**src/rtl/pool_pkg.sv**
```systemverilog
// Shared types and elaboration helpers for the packed 2-D pooling engine.
// The localparams describe the default configuration; instances derive their own.
package pool_pkg;

  typedef enum logic {
    POOL_MAX = 1'b0,
    POOL_AVG = 1'b1
  } pool_mode_e;

  typedef enum logic [2:0] {
    S_IDLE,
    S_FETCH,
    S_EMIT,
    S_WRITE,
    S_DONE
  } pool_state_e;

  function automatic int clog2_c(input int n);
    int r;
    r = 0;
    while ((1 << r) < n) r = r + 1;
    return r;
  endfunction

  // Counter width that never collapses to zero bits for tiny ranges.
  function automatic int cnt_w(input int n);
    return (n <= 2) ? 1 : clog2_c(n);
  endfunction

  function automatic int out_dim(input int in_dim, input int k, input int s);
    return (in_dim - k) / s + 1;
  endfunction

  localparam int PACK    = 32 / 4;
  localparam int OUT_H   = out_dim(8, 2, 2);
  localparam int OUT_W   = out_dim(8, 2, 2);
  localparam int N_OUT   = 128 * OUT_H * OUT_W;
  localparam int N_WORDS = (N_OUT + PACK - 1) / PACK;

endpackage

```
**src/rtl/pool_window_reduce.sv**
```systemverilog
// Window fold unit: running unsigned max or running sum, one datum per vld.
// result already includes the datum presented this cycle.
module pool_window_reduce
  import pool_pkg::*;
#(
  parameter int DATA_W = 4,
  parameter int KK     = 4
) (
  input  logic              clk,
  input  logic              reset,
  input  logic              clr,
  input  logic              vld,
  input  pool_mode_e        mode,
  input  logic [DATA_W-1:0] din,
  output logic [DATA_W-1:0] result
);

  localparam int LOG_KK = clog2_c(KK);
  // Averaging is only built when the window size divides by a shift;
  // otherwise an average request folds as max.
  localparam bit AVG_OK = ((1 << LOG_KK) == KK);
  localparam int ACC_W  = DATA_W + LOG_KK;

  logic [ACC_W-1:0] acc;
  logic [ACC_W-1:0] din_ext;
  logic [ACC_W-1:0] fold;
  logic [ACC_W-1:0] cur;
  logic             avg;

  always_comb begin
    avg     = (mode == POOL_AVG) && AVG_OK;
    din_ext = ACC_W'(din);
    fold    = acc;
    if (clr)                fold = din_ext;
    else if (avg)           fold = acc + din_ext;
    else if (din_ext > acc) fold = din_ext;
    cur    = vld ? fold : acc;
    result = avg ? DATA_W'(cur >> LOG_KK) : DATA_W'(cur);
  end

  always_ff @(posedge clk or posedge reset) begin
    if (reset)    acc <= '0;
    else if (vld) acc <= fold;
  end

endmodule

```
**src/rtl/pool2d_packed_engine.sv**
```systemverilog
// Pooling engine top: window walker FSM, source address generation and
// lane packer writing PACK results per 32-bit destination word.
module pool2d_packed_engine
  import pool_pkg::*;
#(
  parameter int DATA_W = 4,
  parameter int CH     = 128,
  parameter int IN_H   = 8,
  parameter int IN_W   = 8,
  parameter int K      = 2,
  parameter int S      = 2,
  parameter int ADDR_W = 32
) (
  input  logic              clk,
  input  logic              reset,
  input  logic              start,
  input  logic              mode,
  output logic              busy,
  output logic              done,
  output logic [ADDR_W-1:0] src_addr,
  output logic              src_en,
  input  logic [DATA_W-1:0] src_data,
  output logic [ADDR_W-1:0] dst_addr,
  output logic [31:0]       dst_din,
  output logic              dst_we
);

  localparam int LANES  = 32 / DATA_W;
  localparam int OH     = out_dim(IN_H, K, S);
  localparam int OW     = out_dim(IN_W, K, S);
  localparam int NOUT   = CH * OH * OW;
  localparam int NWORDS = (NOUT + LANES - 1) / LANES;
  localparam int CH_W   = cnt_w(CH);
  localparam int OH_W   = cnt_w(OH);
  localparam int OW_W   = cnt_w(OW);
  localparam int K_W    = cnt_w(K);
  localparam int LANE_W = cnt_w(LANES);
  localparam int WORD_W = cnt_w(NWORDS);

  if (32 % DATA_W != 0) begin : g_bad_data_w
    $error("DATA_W must divide 32");
  end
  if (K > IN_H || K > IN_W || K < 1 || S < 1) begin : g_bad_kernel
    $error("kernel must fit the input and stride must be positive");
  end
  if (ADDR_W < clog2_c(CH * IN_H * IN_W)) begin : g_bad_addr_w
    $error("ADDR_W too narrow for the source map");
  end

  pool_state_e       state;
  pool_mode_e        mode_q;
  logic              armed;
  logic [CH_W-1:0]   ch, nxt_ch;
  logic [OH_W-1:0]   orow, nxt_orow;
  logic [OW_W-1:0]   ocol, nxt_ocol;
  logic [K_W-1:0]    tap_r, tap_c, nxt_tr, nxt_tc;
  logic [LANE_W-1:0] lane;
  logic [WORD_W-1:0] word_idx;
  logic [31:0]       pack, pack_ins;
  logic              fold_vld, fold_first;
  logic              last_tap, last_out;
  logic [DATA_W-1:0] win_result;

  pool_window_reduce #(.DATA_W(DATA_W), .KK(K * K)) u_reduce (
    .clk    (clk),
    .reset  (reset),
    .clr    (fold_first),
    .vld    (fold_vld),
    .mode   (mode_q),
    .din    (src_data),
    .result (win_result)
  );

  function automatic logic [ADDR_W-1:0] elem_addr(
    input logic [CH_W-1:0] c, input logic [OH_W-1:0] r, input logic [OW_W-1:0] q,
    input logic [K_W-1:0] tr, input logic [K_W-1:0] tc);
    return ADDR_W'(c) * ADDR_W'(IN_H * IN_W)
         + (ADDR_W'(r) * ADDR_W'(S) + ADDR_W'(tr)) * ADDR_W'(IN_W)
         + ADDR_W'(q) * ADDR_W'(S) + ADDR_W'(tc);
  endfunction

  always_comb begin
    last_tap = (tap_r == K_W'(K - 1)) && (tap_c == K_W'(K - 1));
    nxt_tc   = (tap_c == K_W'(K - 1)) ? '0 : tap_c + 1'b1;
    nxt_tr   = (tap_c == K_W'(K - 1)) ? tap_r + 1'b1 : tap_r;
    nxt_ocol = ocol;
    nxt_orow = orow;
    nxt_ch   = ch;
    // ocol runs fastest, then orow, then ch.
    if (ocol == OW_W'(OW - 1)) begin
      nxt_ocol = '0;
      if (orow == OH_W'(OH - 1)) begin
        nxt_orow = '0;
        nxt_ch   = ch + 1'b1;
      end else begin
        nxt_orow = orow + 1'b1;
      end
    end else begin
      nxt_ocol = ocol + 1'b1;
    end
    last_out = (ch == CH_W'(CH - 1)) && (orow == OH_W'(OH - 1)) && (ocol == OW_W'(OW - 1));
    pack_ins = pack | (32'(win_result) << (DATA_W * (LANES - 1 - int'(lane))));
  end

  // NOTE: every output is a register loaded on the edge that enters the state
  // it belongs to, so the strobes line up with their state with no glue logic.
  always_ff @(posedge clk or posedge reset) begin
    if (reset) begin
      state      <= S_IDLE;
      mode_q     <= POOL_MAX;
      armed      <= 1'b0;
      ch         <= '0;
      orow       <= '0;
      ocol       <= '0;
      tap_r      <= '0;
      tap_c      <= '0;
      lane       <= '0;
      word_idx   <= '0;
      pack       <= '0;
      fold_vld   <= 1'b0;
      fold_first <= 1'b0;
      busy       <= 1'b0;
      done       <= 1'b0;
      src_en     <= 1'b0;
      src_addr   <= '0;
      dst_we     <= 1'b0;
      dst_addr   <= '0;
      dst_din    <= '0;
    end else begin
      armed      <= 1'b1;
      done       <= 1'b0;
      dst_we     <= 1'b0;
      fold_vld   <= (state == S_FETCH);
      fold_first <= (state == S_FETCH) && (tap_r == '0) && (tap_c == '0);
      unique case (state)
        S_IDLE: begin
          // armed blocks a start on the first edge after reset release.
          if (start && armed) begin
            mode_q   <= pool_mode_e'(mode);
            ch       <= '0;
            orow     <= '0;
            ocol     <= '0;
            tap_r    <= '0;
            tap_c    <= '0;
            lane     <= '0;
            word_idx <= '0;
            pack     <= '0;
            busy     <= 1'b1;
            src_en   <= 1'b1;
            src_addr <= '0;
            state    <= S_FETCH;
          end
        end
        S_FETCH: begin
          if (last_tap) begin
            tap_r  <= '0;
            tap_c  <= '0;
            src_en <= 1'b0;
            state  <= S_EMIT;
          end else begin
            tap_r    <= nxt_tr;
            tap_c    <= nxt_tc;
            src_addr <= elem_addr(ch, orow, ocol, nxt_tr, nxt_tc);
          end
        end
        S_EMIT: begin
          pack <= pack_ins;
          if (lane == LANE_W'(LANES - 1) || last_out) begin
            dst_we   <= 1'b1;
            dst_addr <= ADDR_W'(word_idx);
            dst_din  <= pack_ins;
            state    <= S_WRITE;
          end else begin
            lane     <= lane + 1'b1;
            ch       <= nxt_ch;
            orow     <= nxt_orow;
            ocol     <= nxt_ocol;
            src_en   <= 1'b1;
            src_addr <= elem_addr(nxt_ch, nxt_orow, nxt_ocol, '0, '0);
            state    <= S_FETCH;
          end
        end
        S_WRITE: begin
          pack     <= '0;
          lane     <= '0;
          word_idx <= word_idx + 1'b1;
          if (last_out) begin
            done  <= 1'b1;
            busy  <= 1'b0;
            state <= S_DONE;
          end else begin
            ch       <= nxt_ch;
            orow     <= nxt_orow;
            ocol     <= nxt_ocol;
            src_en   <= 1'b1;
            src_addr <= elem_addr(nxt_ch, nxt_orow, nxt_ocol, '0, '0);
            state    <= S_FETCH;
          end
        end
        S_DONE:  state <= S_IDLE;
        default: state <= S_IDLE;
      endcase
    end
  end

endmodule
```
**config.mk**
```make
export PLATFORM = sky130hd
export DESIGN_NAME = pool2d_packed_engine
export DESIGN_NICKNAME = d
export VERILOG_FILES = /design/src/rtl/pool_pkg.sv /design/src/rtl/pool_window_reduce.sv /design/src/rtl/pool2d_packed_engine.sv
export SDC_FILE = /design/constraint.sdc
export NUM_CORES = 1
export LEC_CHECK = 0
export ABC_AREA = 1
export BUFFER_PORTS_ARGS = -buffer_cell sky130_fd_sc_hd__buf_4
export CAP_MARGIN = 10
export CORE_UTILIZATION = 30
export CTS_CLUSTER_DIAMETER = 60
export CTS_CLUSTER_SIZE = 12
export DETAILED_ROUTE_END_ITERATION = 6
export SYNTH_ARGS = -nofsm -noshare
export SYNTH_HDL_FRONTEND = slang
export SYNTH_SLANG_ARGS = --single-unit
```
**constraint.sdc**
```tcl
create_clock -name clk -period 5.1 [get_ports clk]
set_input_delay 1.02 -clock clk [delete_from_list [all_inputs] [get_ports clk]]
set_output_delay 1.02 -clock clk [all_outputs]
set_load 0.01 [all_outputs]
```
# Word-level counts from Yosys, hierarchy flattened
# Index checks and enable logic that the tools add are counted.
# totals
ff_bits	145
input_bits	8
out_inout_bits	100
word_cells	132
# op_classes
n_addsub	15
n_lt_le_gt_ge	1
n_eq_ne	13
n_shift	1
mux	55
bitwise	3
n_reduce_logical	23
# op_table
op	count
two-way mux 32 bit	4
one-hot mux 32 bit (4 select lines)	1
one-hot mux 32 bit (3 select lines)	1
two-way mux 7 bit	5
bitwise OR 32 bit	1
<< shifter 4 x 32 -> 32 bit	1
adder 14 x 3 -> 15 bit	2
two-way mux 6 bit	4
one-hot mux 7 bit (3 select lines)	1
two-way mux 2 bit	9
adder 15 x 1 -> 16 bit	1
one-hot mux 8 bit (2 select lines)	1
two-way mux 3 bit	5
adder 13 x 6 -> 14 bit	1
adder 13 x 7 -> 14 bit	1
two-way mux 1 bit	14
inequality test 2 bit, second input constant	6
one-hot mux 2 bit (3 select lines)	2
one-hot mux 3 bit (4 select lines)	1
AND reduction 2 bit	6
AND reduction 5 bit	2
one-hot mux 3 bit (3 select lines)	1
adder 8 x 1 -> 8 bit, second input constant	1
two-way mux 8 bit	1
25 further kinds	39

# Longest topological paths before layout
# logic_depth
depth_word	9
ltp_mapped	19
ltp_nobuf	19

# Cells and area by module
# Synthesis repeated with hierarchy kept, for this count alone.
# hier_totals
hier_cells	781
hier_area_um2	6442.4
# modules_own_cells
module	n_inst	cells_per_inst	area_per_inst_um2	seq_area_each_um2
pool2d_packed_engine	1	663	5664.2	3002.9
pool_window_reduce	1	118	778.2	150.1

# Worst setup path before layout
# Ideal clock, no wire load.
# synth_path
path_kind	input port to flip-flop
startpoint	input port src_data[0]
endpoint	register dst_din[22]
setup_time_ps	65
arrival_time_ps	2560
setup_slack_ps	2475
path_stages	15
n_path_buf	0
cell_sequence	ha_1 -> fa_1 -> a21oi_1 -> o21ai_0 -> nand2_1 -> nand2_1 -> nand2_1 -> nand2_1 -> o21ai_0 -> nand2_1 -> nand2_4 -> nand4_1 -> nand2_1 -> nand2_1 -> nand2_1
# synth_via
elab_chain_len	8
# synth_rtl
item	line	text
start: declaration	pool2d_packed_engine.sv:22	input logic [DATA_W-1:0] src_data,
greater-than comparator 4 x 6 -> 1 bit	pool_window_reduce.sv:36	else if (din_ext > acc) fold = din_ext;
two-way mux 6 bit	pool_window_reduce.sv:36	
two-way mux 6 bit *	pool_window_reduce.sv:35	else if (avg) fold = acc + din_ext;
two-way mux 6 bit *	pool_window_reduce.sv:34	if (clr) fold = din_ext;
two-way mux 6 bit *	n/a	
via u_reduce.cur[4]	pool_window_reduce.sv:27	logic [ACC_W-1:0] cur;
two-way mux 4 bit *	pool_window_reduce.sv:38	result = avg ? DATA_W'(cur >> LOG_KK) : DATA_W'(cur);
<< shifter 4 x 32 -> 32 bit *	pool2d_packed_engine.sv:102	pack_ins = pack | (32'(win_result) << (DATA_W * (LANES - 1 - int'(lane))));
bitwise OR 32 bit *	pool2d_packed_engine.sv:102	
end signal: assignment	pool2d_packed_engine.sv:171	dst_din <= pack_ins;
end: declaration	pool2d_packed_engine.sv:24	output logic [31:0] dst_din,
# The timed path passes the listed nets; every way through them passes the cells marked *.
# A chain may end at the register's enable or synchronous reset.

# Final worst setup path
# layout_path
startpoint	input port src_data[0]
endpoint	register dst_din[6]
# Same word-level chain as after synthesis.

==> flow_summary.toml <==
[cts]
clock_sinks = 126
cts_resized = 0
clock_latency_ns = 0.42
clkTransAtPathRegs_ns = 0.06
cts_hold_buf = 0
cts_setup_buffers = 0
cts_tree = "done"
clock_path_buffers = 2
numCtsBuffers = 17
clock-root-buffer = "clkbuf_16"
h-tree-depth = 4

[pwr]
power_density_nw_per_um2 = 499
power_leakage_nw = 3.73
peakVddDrop_uv = 266
total_power_mw = 3.82

[drt]
route.detailed.drc = 0
drt_pass1_iterations = 5
wl_mm = 15.0
wl_per_cell_um = 13.2
final_antenna_net_count = 0
vias = 5185
via_per_inst = 4.54
initialDrtViolationCount = 317

[critical_path]
cp_common_cell = "nand2_1"
worstSetupStartpointType = "input port"
r2r_cells = 10
critPathSlowestCell = "fa_1"
crit_start = "src_data[0]"
path_max_fanout = 8
criticalPathCategory = "input port to flop"
critPathCapture = "dst_din[6]"
r2r_end = "src_addr[7]"
crit_chain = "buf_4 > ha_1 > fa_1 > a21oi_1 > o21ai_0 > nand2_1 > nand2_1 > nand2_1 > nand2_1 > o21ai_0 > nand2_1 > nand2_4 > nand4_1 > nand2_1 > nand2_1 > nand2_1"
crit_required_ns = 5.45
critPathMaxStageDelay_ns = 0.43
reg2reg_slack_ns = 2.39
crit_arrival_ns = 3.13
endpoint_kind = "flop"
worstReg2RegStart = "lane[0]"

[sta]
slew_headroom_pct = 39.1
layout_min_cycle_time_ns = 2.78
hold_slack_ns = 0.478
maxSlewViolCount = 0
hold_viol = 0
finalSetupViolations = 0
fin_crit_sh_pct = 54.5
rsz0062_at_grt = "false"
clock.fmax_mhz = 359
finalWorstSetupSlack_ns = 2.32
worst_pin_slew_ns = 0.913
setup_tns_ns = 0
finClkSkew_ns = 0.0154

[finish]
multi_input_area_um2 = 2680
area_growth_pct = 17.3
regArea_um2 = 3150
finalNonFillerCells = 1142
fin_area_um2 = 7670
diodes = 0
final_core_util_pct = 36.1
drive_above_1_share_pct = 15.7
fin_nets = 878
n_fill_cell = 2169

[global_routing]
first_global_vias = 4951
grt_remaining_overflow = 0
grt_max_degree = 72
track_usage_pct = 14.2
antenna_found_initial = 0
grt_pass1_wl_mm = 25.0

[synth]
ys_seq_area_share_pct = 48.2
synthTopCellsByArea = "dfrtp_1 48%, nand2_1 13%, a21oi_1 5.7%"
yosysMostFrequentCell = "nand2_1"
yosys_warnings = 0
synth-main-ff-cell = "dfrtp_1"
yosys-top-cells-count = "226 x nand2_1, 126 x dfrtp_1, 82 x inv_1, 75 x a21oi_1, 45 x buf_4"
avgSynthCellArea_um2 = 8.19
synth_cell_types = 40
synth_edf_count = 0
async_flop_share_pct = 100
synth_seq_cells = 126
synth_top_cell_by_area = "dfrtp_1"
synthCells = 798
synth_top_area_share_pct = 48.2
netlist_area_um2 = 6540

[floorplan]
core_um2 = 21200
die_y_um = 150
die_area_um2 = 22400
start_util_pct = 30.8
ioPinCount = 108
die_x_um = 150
placementRows = 53

[place]
gp_congestion = 0.863
dp_hpwl_mm = 9.77
placed_area_um2 = 7050
placed_cells = 1110
port_buffers = 64
place_ws_ns = 1.98

[run]
drv_cap = 0

[worst_hold_path]
worstHoldPathType = "flop to flop"

[status]
outcome = "completed"
## cell usage in the layout, fill, tap and decap left out, drive strengths merged
cell / n
nand2: 238
dfrtp: 126
inv: 87
a21oi: 75
buf: 68
o21ai: 45
conb: 44
nor2: 36
nand4: 33
nand3: 32
clkbuf: 17
ha: 15
clkinv: 13
a31oi: 12
nor3: 6
clkinvlp: 4
bufinv: 4
a21boi: 3
xor2: 1
o21a: 1
or2: 1
nor4: 1
a211oi: 1
o211ai: 1
o22ai: 1
o31ai: 1
fa: 1
## registers in the layout (all words and copies together), names as in the netlist, 2 cells and up
register / cells
lane: 3
orow: 2
pack: 32
u_reduce.acc: 6
ch: 7
ocol: 2
word_idx: 8
src_addr: 13
dst_addr: 8
dst_din: 32
state: 3
## worst max-delay path, delay by kind of cell
family / cells / cell delay [ns]
adder cells (fa/ha/maj): 2 / 0.66
buffers and inverters: 1 / 0.12
AO/OA/AOI/OAI: 3 / 0.46
AND/OR/NAND/NOR: 10 / 0.87
## where the power goes
part	internal [mW]	switching (mW)	total [mW]
Combinational	0.399	0.849	1.25
Sequential	1.15	0.147	1.30
Clock	0.815	0.457	1.27
Total	2.37	1.45	3.82
## final cells by class
cell class | count | share of cell area (%)
Inverter | 93 | 4.65
Clock inverter | 15 | 2.56
Tap cell | 275 | 4.49
Multi-Input combinational cell | 548 | 35.0
Timing Repair Buffer | 68 | 6.66
Clock buffer | 17 | 5.55
Sequential cell | 126 | 41.1
## how the worst min path moves through the flow
stage	startpoint	endpoint	slack, ns	cells after the start
2_1_floorplan	tap_r	fold_first	0.44	1
3_3_place_gp	dst_din[28]	dst_din[28]	0.47	2
3_5_place_dp	tap_r	fold_first	0.46	1
4_1_cts	tap_r	fold_first	0.48	1
5_1_grt	dst_din[11]	dst_din[11]	0.50	2
6_report	dst_din[6]	dst_din[6]	0.48	2
## logic make-up (layout without fill, tap and decap cells)
group,after synthesis,count (layout),synth area share [%]
AOI/OAI and AO/OA,140,140,11.4
adders and majority gates,16,16,3.18
DFF,126,126,48.2
other,2,44,0.115
xor gates and xnor gates,1,1,0.134
buffers and inverters,166,193,13.3
and+or+nand+nor,347,347,23.6
## layer usage
layer	up-vias	global-route usage, %	wire, um
li1	2609	-	-
met1	2436	19.4	7410
met2	123	21.8	6660
met3	17	3.17	749
met4	0	5.46	214
met5	-	0	0
No activity file was read; power rests on OpenSTA's default activity.
